$ cat config.mk
export PLATFORM = sky130hd
export DESIGN_NAME = fetch_unit_flat
export DESIGN_NICKNAME = d
export VERILOG_FILES = /design/src/rtl/fetch_unit_if.sv /design/src/rtl/fetch_unit.sv /design/src/flat_wrapper.sv
export SDC_FILE = /design/constraint.sdc
export NUM_CORES = 1
export LEC_CHECK = 0
export CAP_MARGIN = 5
export CORE_MARGIN = 4
export CORE_UTILIZATION = 47
export DETAILED_ROUTE_END_ITERATION = 8
export GPL_TIMING_DRIVEN = 0
export PLACE_DENSITY = 0.77
export SLEW_MARGIN = 10
export SYNTH_ARGS = -nofsm -noshare
export SYNTH_HDL_FRONTEND = slang
export SYNTH_SLANG_ARGS = --single-unit
$ cat constraint.sdc
create_clock -name clk -period 5.9 [get_ports clk]
set_clock_uncertainty 0.1 [all_clocks]
set_input_delay 0.59 -clock clk [delete_from_list [all_inputs] [get_ports clk]]
set_output_delay 0.59 -clock clk [all_outputs]
set_load 0.03 [all_outputs]
$ cat src/rtl/fetch_unit_if.sv
// fetch_unit_if: bundles the instruction-memory handshake and the decode-side
// delivery signals of the fetch stage. The fetch unit uses the master view;
// memory, decode and execute together form the slave view.
interface fetch_unit_if;
    // redirect from execute
    logic        is_branch;
    logic [31:0] PC_add_imm;
    // decode back-pressure
    logic        stall;
    // instruction memory request/response
    logic        imem_req;
    logic [31:0] imem_addr;
    logic        imem_ready;
    logic        imem_rvalid;
    logic [31:0] imem_rdata;
    // queue head presented to decode
    logic        inst_valid;
    logic [31:0] inst;
    logic [31:0] PC_number;

    modport master (
        input  is_branch, PC_add_imm, stall, imem_ready, imem_rvalid, imem_rdata,
        output imem_req, imem_addr, inst_valid, inst, PC_number
    );

    modport slave (
        output is_branch, PC_add_imm, stall, imem_ready, imem_rvalid, imem_rdata,
        input  imem_req, imem_addr, inst_valid, inst, PC_number
    );
endinterface

$ cat src/rtl/fetch_unit.sv
// fetch_unit: instruction-fetch stage. Keeps the PC, issues one word fetch at a
// time to instruction memory, queues returned words with their PCs and flushes
// everything on a branch redirect from execute.
// Optional feature: define FETCH_PERF_EN to add the perf_fetched / perf_flushed
// counter outputs.
module fetch_unit #(
    parameter logic [31:0] RESET_PC = 32'h0000_0000,
    parameter int          QDEPTH   = 2
) (
    input  logic             clk,
    input  logic             rst,
    fetch_unit_if.master     bus
`ifdef FETCH_PERF_EN
    ,
    output logic [31:0]      perf_fetched,
    output logic [31:0]      perf_flushed
`endif
);

    localparam int PW = (QDEPTH > 1) ? $clog2(QDEPTH) : 1;
    localparam int CW = PW + 1;
    localparam logic [CW-1:0] DEPTH_C = CW'(QDEPTH);

    typedef enum logic [1:0] {
        S_IDLE,
        S_WAIT,
        S_DROP
    } state_t;

    state_t          state;
    logic [31:0]     pc;
    logic [31:0]     req_pc;
    logic [CW-1:0]   count;
    logic [PW-1:0]   head;
    logic [PW-1:0]   tail;
    logic [31:0]     q_inst [QDEPTH];
    logic [31:0]     q_pc   [QDEPTH];

    logic            accept;
    logic            push;
    logic            pop;

    // A request is only offered when idle with a guaranteed free slot, and
    // never in a redirect cycle so a wrong-path address is not accepted.
    assign bus.imem_req  = !rst && (state == S_IDLE) && (count < DEPTH_C) && !bus.is_branch;
    assign bus.imem_addr = pc;

    assign accept = bus.imem_req && bus.imem_ready;
    assign push   = (state == S_WAIT) && bus.imem_rvalid && !bus.is_branch;
    assign pop    = (count != '0) && !bus.stall && !bus.is_branch;

    assign bus.inst_valid = (count != '0);
    assign bus.inst       = q_inst[head];
    assign bus.PC_number  = q_pc[head];

    // Fetch control: PC, outstanding-request state, queue occupancy and pointers.
    always_ff @(posedge clk or posedge rst) begin
        if (rst) begin
            state  <= S_IDLE;
            pc     <= RESET_PC;
            req_pc <= '0;
            count  <= '0;
            head   <= '0;
            tail   <= '0;
        end else if (bus.is_branch) begin
            pc    <= {bus.PC_add_imm[31:2], 2'b00};
            count <= '0;
            head  <= '0;
            tail  <= '0;
            case (state)
                S_WAIT:  state <= bus.imem_rvalid ? S_IDLE : S_DROP;
                S_DROP:  state <= bus.imem_rvalid ? S_IDLE : S_DROP;
                default: state <= S_IDLE;
            endcase
        end else begin
            case (state)
                S_IDLE: begin
                    if (accept) begin
                        state  <= S_WAIT;
                        req_pc <= pc;
                        pc     <= pc + 32'd4;
                    end
                end
                S_WAIT: begin
                    if (bus.imem_rvalid) begin
                        state <= S_IDLE;
                    end
                end
                S_DROP: begin
                    if (bus.imem_rvalid) begin
                        state <= S_IDLE;
                    end
                end
                default: state <= S_IDLE;
            endcase
            if (push) begin
                tail <= tail + 1'b1;
            end
            if (pop) begin
                head <= head + 1'b1;
            end
            if (push && !pop) begin
                count <= count + 1'b1;
            end else if (pop && !push) begin
                count <= count - 1'b1;
            end
        end
    end

    // Queue storage: write the returned word and its PC at the tail slot.
    always_ff @(posedge clk or posedge rst) begin
        if (rst) begin
            for (int i = 0; i < QDEPTH; i++) begin
                q_inst[i] <= '0;
                q_pc[i]   <= '0;
            end
        end else if (push) begin
            q_inst[tail] <= bus.imem_rdata;
            q_pc[tail]   <= req_pc;
        end
    end

`ifdef FETCH_PERF_EN
    // Performance counters: accepted fetches, and instructions thrown away by
    // redirects (queued entries plus the response still owed in WAIT).
    always_ff @(posedge clk or posedge rst) begin
        if (rst) begin
            perf_fetched <= '0;
            perf_flushed <= '0;
        end else begin
            if (accept) begin
                perf_fetched <= perf_fetched + 32'd1;
            end
            if (bus.is_branch) begin
                perf_flushed <= perf_flushed + 32'(count) + {31'b0, (state == S_WAIT)};
            end
        end
    end
`endif

endmodule
$ cat src/flat_wrapper.sv
// flat-port wrapper written by rule: the top's interface ports become plain ports
module fetch_unit_flat 
#(
    parameter logic [31:0] RESET_PC = 32'h0000_0000,
    parameter int          QDEPTH   = 2
)
  (clk, rst, bus_is_branch, bus_PC_add_imm, bus_stall, bus_imem_ready, bus_imem_rvalid, bus_imem_rdata, bus_imem_req, bus_imem_addr, bus_inst_valid, bus_inst, bus_PC_number);
  fetch_unit_if bus_i ();
  input  logic clk;
  input  logic rst;
  input wire logic [$bits(bus_i.is_branch)-1:0] bus_is_branch;
  input wire logic [$bits(bus_i.PC_add_imm)-1:0] bus_PC_add_imm;
  input wire logic [$bits(bus_i.stall)-1:0] bus_stall;
  input wire logic [$bits(bus_i.imem_ready)-1:0] bus_imem_ready;
  input wire logic [$bits(bus_i.imem_rvalid)-1:0] bus_imem_rvalid;
  input wire logic [$bits(bus_i.imem_rdata)-1:0] bus_imem_rdata;
  output wire logic [$bits(bus_i.imem_req)-1:0] bus_imem_req;
  output wire logic [$bits(bus_i.imem_addr)-1:0] bus_imem_addr;
  output wire logic [$bits(bus_i.inst_valid)-1:0] bus_inst_valid;
  output wire logic [$bits(bus_i.inst)-1:0] bus_inst;
  output wire logic [$bits(bus_i.PC_number)-1:0] bus_PC_number;
  assign bus_i.is_branch = bus_is_branch;
  assign bus_i.PC_add_imm = bus_PC_add_imm;
  assign bus_i.stall = bus_stall;
  assign bus_i.imem_ready = bus_imem_ready;
  assign bus_i.imem_rvalid = bus_imem_rvalid;
  assign bus_i.imem_rdata = bus_imem_rdata;
  assign bus_imem_req = bus_i.imem_req;
  assign bus_imem_addr = bus_i.imem_addr;
  assign bus_inst_valid = bus_i.inst_valid;
  assign bus_inst = bus_i.inst;
  assign bus_PC_number = bus_i.PC_number;
  fetch_unit #(.RESET_PC(RESET_PC), .QDEPTH(QDEPTH)) u_core (.clk(clk), .rst(rst), .bus(bus_i));
endmodule
# Word level (Yosys, flattened, before mapping)

Index checks and enable logic that the tools add are counted.

Add/subtract/negate cells: 5
Order comparisons: 4
Eq/ne operators: 4
Mux-type cells: 26
Bitwise logic cells: 3
Reduce and logical (&&, ||, !) cells: 27

Operator list:

| cell                                                                     | count |
|---|---|
| 32-bit two-way mux                                                       | 10 |
| 64-bit bitwise mux                                                       | 2 |
| 32-bit by 3-bit adder with 32-bit output (second input constant)         | 1 |
| 32-bit demux with 1-bit select                                           | 1 |
| 2-bit two-way mux                                                        | 8 |
| 1-bit logical AND                                                        | 11 |
| 2-bit nonzero test                                                       | 5 |
| 1-bit logical NOT                                                        | 5 |
| 2-bit >= comparator (second input constant)                              | 2 |
| 1-bit two-way mux                                                        | 4 |
| 1-bit NOT with 2-bit output                                              | 2 |
| 2-bit case mux with 2 select lines                                       | 1 |
| 2-bit AND reduction                                                      | 2 |
| 3-bit by 1-bit inequality test with 1-bit output (second input constant) | 1 |
| 3-bit by 2-bit inequality test with 1-bit output (second input constant) | 1 |
| 3-bit AND reduction                                                      | 1 |
| 3-bit nonzero test                                                       | 1 |
| 1-bit adder (second input constant)                                      | 2 |
| 2-bit by 1-bit adder with 2-bit output (second input constant)           | 1 |
| 2-bit by 1-bit == test with 1-bit output (second input constant)         | 1 |
| 2-bit == test (second input constant)                                    | 1 |
| 2-bit logical NOT                                                        | 1 |
| 2-bit by 1-bit < comparator with 1-bit output (second input constant)    | 1 |
| 2-bit < comparator (second input constant)                               | 1 |
| 3 further kinds                                                          | 3 |

Flip-flop bits (word level): 198
Output and inout port bits: 98

# Depth between registers and ports, before layout

Depth in word-level cells: 8
Mapped depth: 9
Mapped depth without buffers: 7

# Worst setup path before layout

OpenSTA, ideal clock, no wires.

Path kind: input to register
Start point: in bus_is_branch
End point: reg u_core.pc[22], in the netlist u_core.bus.imem_addr[22]
Library setup time: 0.145 ns
Data arrival time: 2.183 ns
Data required time: 5.655 ns
Path slack: 3.472 ns
Stages on the path: 7
Cell sequence: buf_6 > nor4b_4 > nand2_2 > or3_1 > clkbuf_1 > o211ai_1 > o311ai_1

Word-level cells in the longest chain between the ends: 5
Elaborated cells between the ends (all ways): 7
Those cells by class: mux: 1; reduce/logical: 6

Ends and longest elaborated chain:

| element                       | line               | source |
|---|---|---|
| from (decl)                   | flat_wrapper.sv:11 | `input wire logic [$bits(bus_i.is_branch)-1:0] bus_is_branch;` |
| 1-bit logical NOT             | fetch_unit.sv:45   | `assign bus.imem_req = !rst && (state == S_IDLE) && (count < DEPTH_C) && !bus.is_branch;` |
| 1-bit logical AND             | fetch_unit.sv:45   |  |
| via bus_imem_req              | flat_wrapper.sv:17 | `output wire logic [$bits(bus_i.imem_req)-1:0] bus_imem_req;` |
| 1-bit logical AND             | fetch_unit.sv:48   | `assign accept = bus.imem_req && bus.imem_ready;` |
| 2-bit nonzero test (no line)  | -                  |  |
| 2-bit AND reduction (no line) | -                  |  |
| to (signal assigned)          | fetch_unit.sv:66   | `pc <= {bus.PC_add_imm[31:2], 2'b00};` |
| to (signal assigned)          | fetch_unit.sv:81   | `pc <= pc + 32'd4;` |
| to (decl)                     | fetch_unit.sv:31   | `logic [31:0] pc;` |

The timed path passes the listed nets, and every way through them passes these cells.
A chain may end at the register's enable or synchronous reset.

# Worst setup path after layout

Start point: reg u_core.head
End point: out bus_PC_number[14]

Word-level cells in the longest chain between the ends: 4

Ends and longest elaborated chain:

| element                                                | line               | source |
|---|---|---|
| from (decl)                                            | fetch_unit.sv:34   | `logic [PW-1:0] head;` |
| from (signal assigned)                                 | fetch_unit.sv:100  | `head <= head + 1'b1;` |
| 1-bit NOT with 2-bit output (not written as such)      | fetch_unit.sv:54   | `assign bus.PC_number = q_pc[head];` |
| 32-bit two-way mux (not written as such) (3 in series) | fetch_unit.sv:54   |  |
| to (decl)                                              | flat_wrapper.sv:21 | `output wire logic [$bits(bus_i.PC_number)-1:0] bus_PC_number;` |

No other way between the ends. The select of a mux whose other input is x is not followed.

==> impl_metrics.py <==
metrics = {
    "run_status": {
        "status": "completed",
    },
    "synthesis": {
        "synthFlopType": "dfrtp_1",
        "synth.avg_cell_area_sq_um": 12.4,
        "yosys_warnings": 0,
        "synth_cell_types": 53,
        "async_flop_share_pct": 100,
        "ys_seq_area_share_pct": 55.5,
        "syn_inst": 692,
        "syn_area_sq_mm": 0.00857,
        "synth_edf_count": 0,
        "ys_ff_latch": 190,
    },
    "global_route": {
        "grt_pass1_vias": 6231,
        "overflow": 0,
        "antenna_found_initial": 0,
        "grt_pass1_wl_mm": 33.6,
        "grt_max_degree": 120,
        "grt_util_all_layers_pct": 21.0,
    },
    "floorplanning": {
        "start_util_pct": 47.7,
        "core_area_sq_mm": 0.0180,
        "die_w_microns": 143,
        "io_pins": 168,
        "die_area_sq_mm": 0.0204,
        "die_h_microns": 143,
        "placementRows": 49,
    },
    "place": {
        "gp_congestion": 0.819,
        "post-place-cells": 1085,
        "place.detailed.hpwl_mm": 14.5,
        "io_buffers": 160,
    },
    "worst_setup_path": {
        "start_kind": "flip-flop",
        "path_class": "flip-flop to output pin",
        "cp-end-kind": "output pin",
        "regToRegSetupSlack_ns": 3.27,
        "slowest_stage": "buf_1",
        "reg2reg_depth": 6,
        "r2r_end": "u_core.q_pc[42]",
        "worst-path-max-fanout": 10,
        "r2r_start": "u_core.state[1]",
        "cp.required_ns": 5.21,
        "arrival_ns": 2.86,
        "cp_cell_sequence": "clkbuf_1 > buf_1 > mux2_2 > clkdlybuf4s50_1",
        "cpPeakStageDelay_ns": 0.61,
    },
    "detailed_routing": {
        "drtAntennaViolNets": 0,
        "wl_mm": 20.9,
        "vias": 6070,
        "remaining_drc_errors": 0,
        "via_per_inst": 5.43,
        "dr.pass1.iters": 5,
        "wl_per_cell_microns": 18.7,
        "drtIter0Drc": 285,
    },
    "job": {
        "drv_cap": 0,
    },
    "min_path": {
        "hold_class": "flip-flop to flip-flop",
        "worstHoldStart": "u_core.req_pc[22]",
        "worstHoldEndpoint": "u_core.req_pc[22]",
        "min_path_cells": 2,
    },
    "cells_and_area": {
        "fillers": 1442,
        "nets": 948,
        "drive_above_1_share_pct": 28.0,
        "layout_commonest_cell": "dfrtp_1",
        "fin_cells": 1117,
        "diodes": 0,
        "syn2layout_area_growth_pct": 29.9,
        "final_util_pct": 61.9,
        "final_cell_mix": "dfrtp_1, mux2_2, clkdlybuf4s50_1",
    },
    "power_and_ir_drop": {
        "switchingPower_mw": 1.24,
        "internal_power_mw": 2.76,
        "power_frac_seq_pct": 41.7,
        "switching_share_pct": 31.1,
        "comb_power_share_pct": 27.8,
        "clkPwrFrac_pct": 30.5,
        "ir_worst_vdd_mv": 0.251,
        "leakage_nw": 5.17,
        "p_per_area_mw_per_mm2": 360,
    },
    "clock_network": {
        "insertion_delay_ns": 0.43,
        "hold_buffers": 0,
        "root_buffer": "clkbuf_16",
        "cts_made_buffers": 17,
        "numClockSinks": 190,
        "cts_tree": "built",
        "post-cts-setup-buffers": 0,
        "cts_resized": 0,
        "clock_path_buffers": 2,
        "cts-htree-levels": 4,
        "clkTransAtPathRegs_ns": 0.07,
    },
    "timing": {
        "rsz0062_at_grt": "false",
        "setup_tns_ns": 0,
        "hold_ws_ns": 0.398,
        "min_period_ns": 3.55,
        "setup_viol": 0,
        "drv_slew": 0,
        "final-hold-violation-count": 0,
        "worstMarginPinSlew_ns": 0.785,
        "slew_headroom_pct": 47.4,
        "max_freq_ghz": 0.282,
        "fin_crit_sh_pct": 60.2,
    },
}
-- power by group through the flow --
stage | clock network (mW) | logic (mW) | registers, mW
after detailed placement | 0 | 1.12 | 1.69
after global placement | 0 | 1.10 | 1.68
final | 1.22 | 1.11 | 1.67
after global routing | 1.29 | 1.19 | 1.70
after CTS | 1.23 | 1.13 | 1.67
after floorplan | 0 | 0.660 | 1.69
-- stage by stage --
stage          setup WS (ns)  area [sq um]  total power, mW
5_1_grt                 2.21         11100             4.18
3_3_place_gp           -2.50         10500             2.79
2_1_floorplan         0.0395          8580             2.35
3_5_place_dp            2.71         10500             2.81
6_report                2.35         11100             4.00
4_1_cts                 2.26         11100             4.03
-- cells in the mapped netlist, types with 3 or more instances --
cell type,instances,area [sq um]
buf_1,10,37.5
xor2_1,8,70.1
xnor2_1,4,35.0
o21ai_0,13,65.1
nand4_1,11,68.8
buf_2,11,55.1
a311oi_1,4,35.0
a211oi_1,4,30.0
mux2_2,187,2110
and3_1,8,50.1
and4_1,3,26.3
ha_1,3,37.5
o221a_2,3,33.8
nand2_1,111,417
nor3_1,3,15.0
inv_1,7,26.3
clkbuf_1,15,56.3
a21oi_1,5,25.0
nand3_1,12,60.1
nor2_1,23,86.3
buf_4,4,30.0
a221oi_1,3,26.3
a31oi_1,6,37.5
o221ai_1,3,26.3
o211ai_1,3,22.5
dfrtp_1,190,4750
-- worst max-delay path by stage --
stage / from / to / slack (ns) / cells after the start
after floorplan: rst / u_core.bus.imem_addr[10] / 0.04 / 1
after global placement: rst / u_core.q_inst[18] / -2.50 / 2
after detailed placement: bus_imem_rvalid / u_core.q_pc[53] / 2.71 / 5
after CTS: u_core.head / bus_PC_number[10] / 2.26 / 4
after global routing: u_core.head / bus_PC_number[14] / 2.21 / 4
final: u_core.head / bus_PC_number[14] / 2.35 / 4
-- critical path, delay by kind of cell, from the launching register on --
kind / cells / cell delay [ns]
multiplexers: 1 / 0.42
flip-flops: 1 / 0.32
buffers and inverters: 3 / 1.68
-- area by class of cell --
cell class / instances / area (sq um) / share of cell area (%)
flip-flops and latches: 190 / 4750 / 42.7
well taps: 229 / 287 / 2.58
clock inverters: 11 / 156 / 1.41
multi-input cells: 456 / 3600 / 32.4
inverters: 8 / 37.5 / 0.337
repair buffers: 161 / 1630 / 14.6
clock buffers: 21 / 470 / 4.23
plain buffers: 41 / 190 / 1.71
-- state kept, by name, summed over array words and instances, names as in the netlist --
signal and count:
u_core.head 1, u_core.req_pc 30, u_core.q_pc 60, u_core.q_inst 64, u_core.bus.imem_addr 30, u_core.tail 1
u_core.count 2, u_core.state 2
-- per-layer routing --
| metal | track usage, % | vias up | wire length, microns |
|---|---|---|---|
| met2 | 32.4 | 227 | 9600 |
| met1 | 29.1 | 2997 | 9360 |
| met4 | 6.80 | 0 | 337 |
| met5 | 0 | - | 0 |
| li1 | - | 2820 | - |
| met3 | 5.56 | 26 | 1620 |
-- cells by family after synthesis --
| logic type | count (synthesis) | synth area share, % |
|---|---|---|
| buf+inv | 49 | 2.57 |
| compound gates | 56 | 4.66 |
| xor+xnor | 12 | 1.23 |
| fa+ha+maj | 3 | 0.438 |
| simple gates | 192 | 10.7 |
| other cells | 1 | 0.0438 |
| flops | 190 | 55.5 |
| mux | 189 | 24.8 |
No activity file was read; power rests on OpenSTA's default activity.
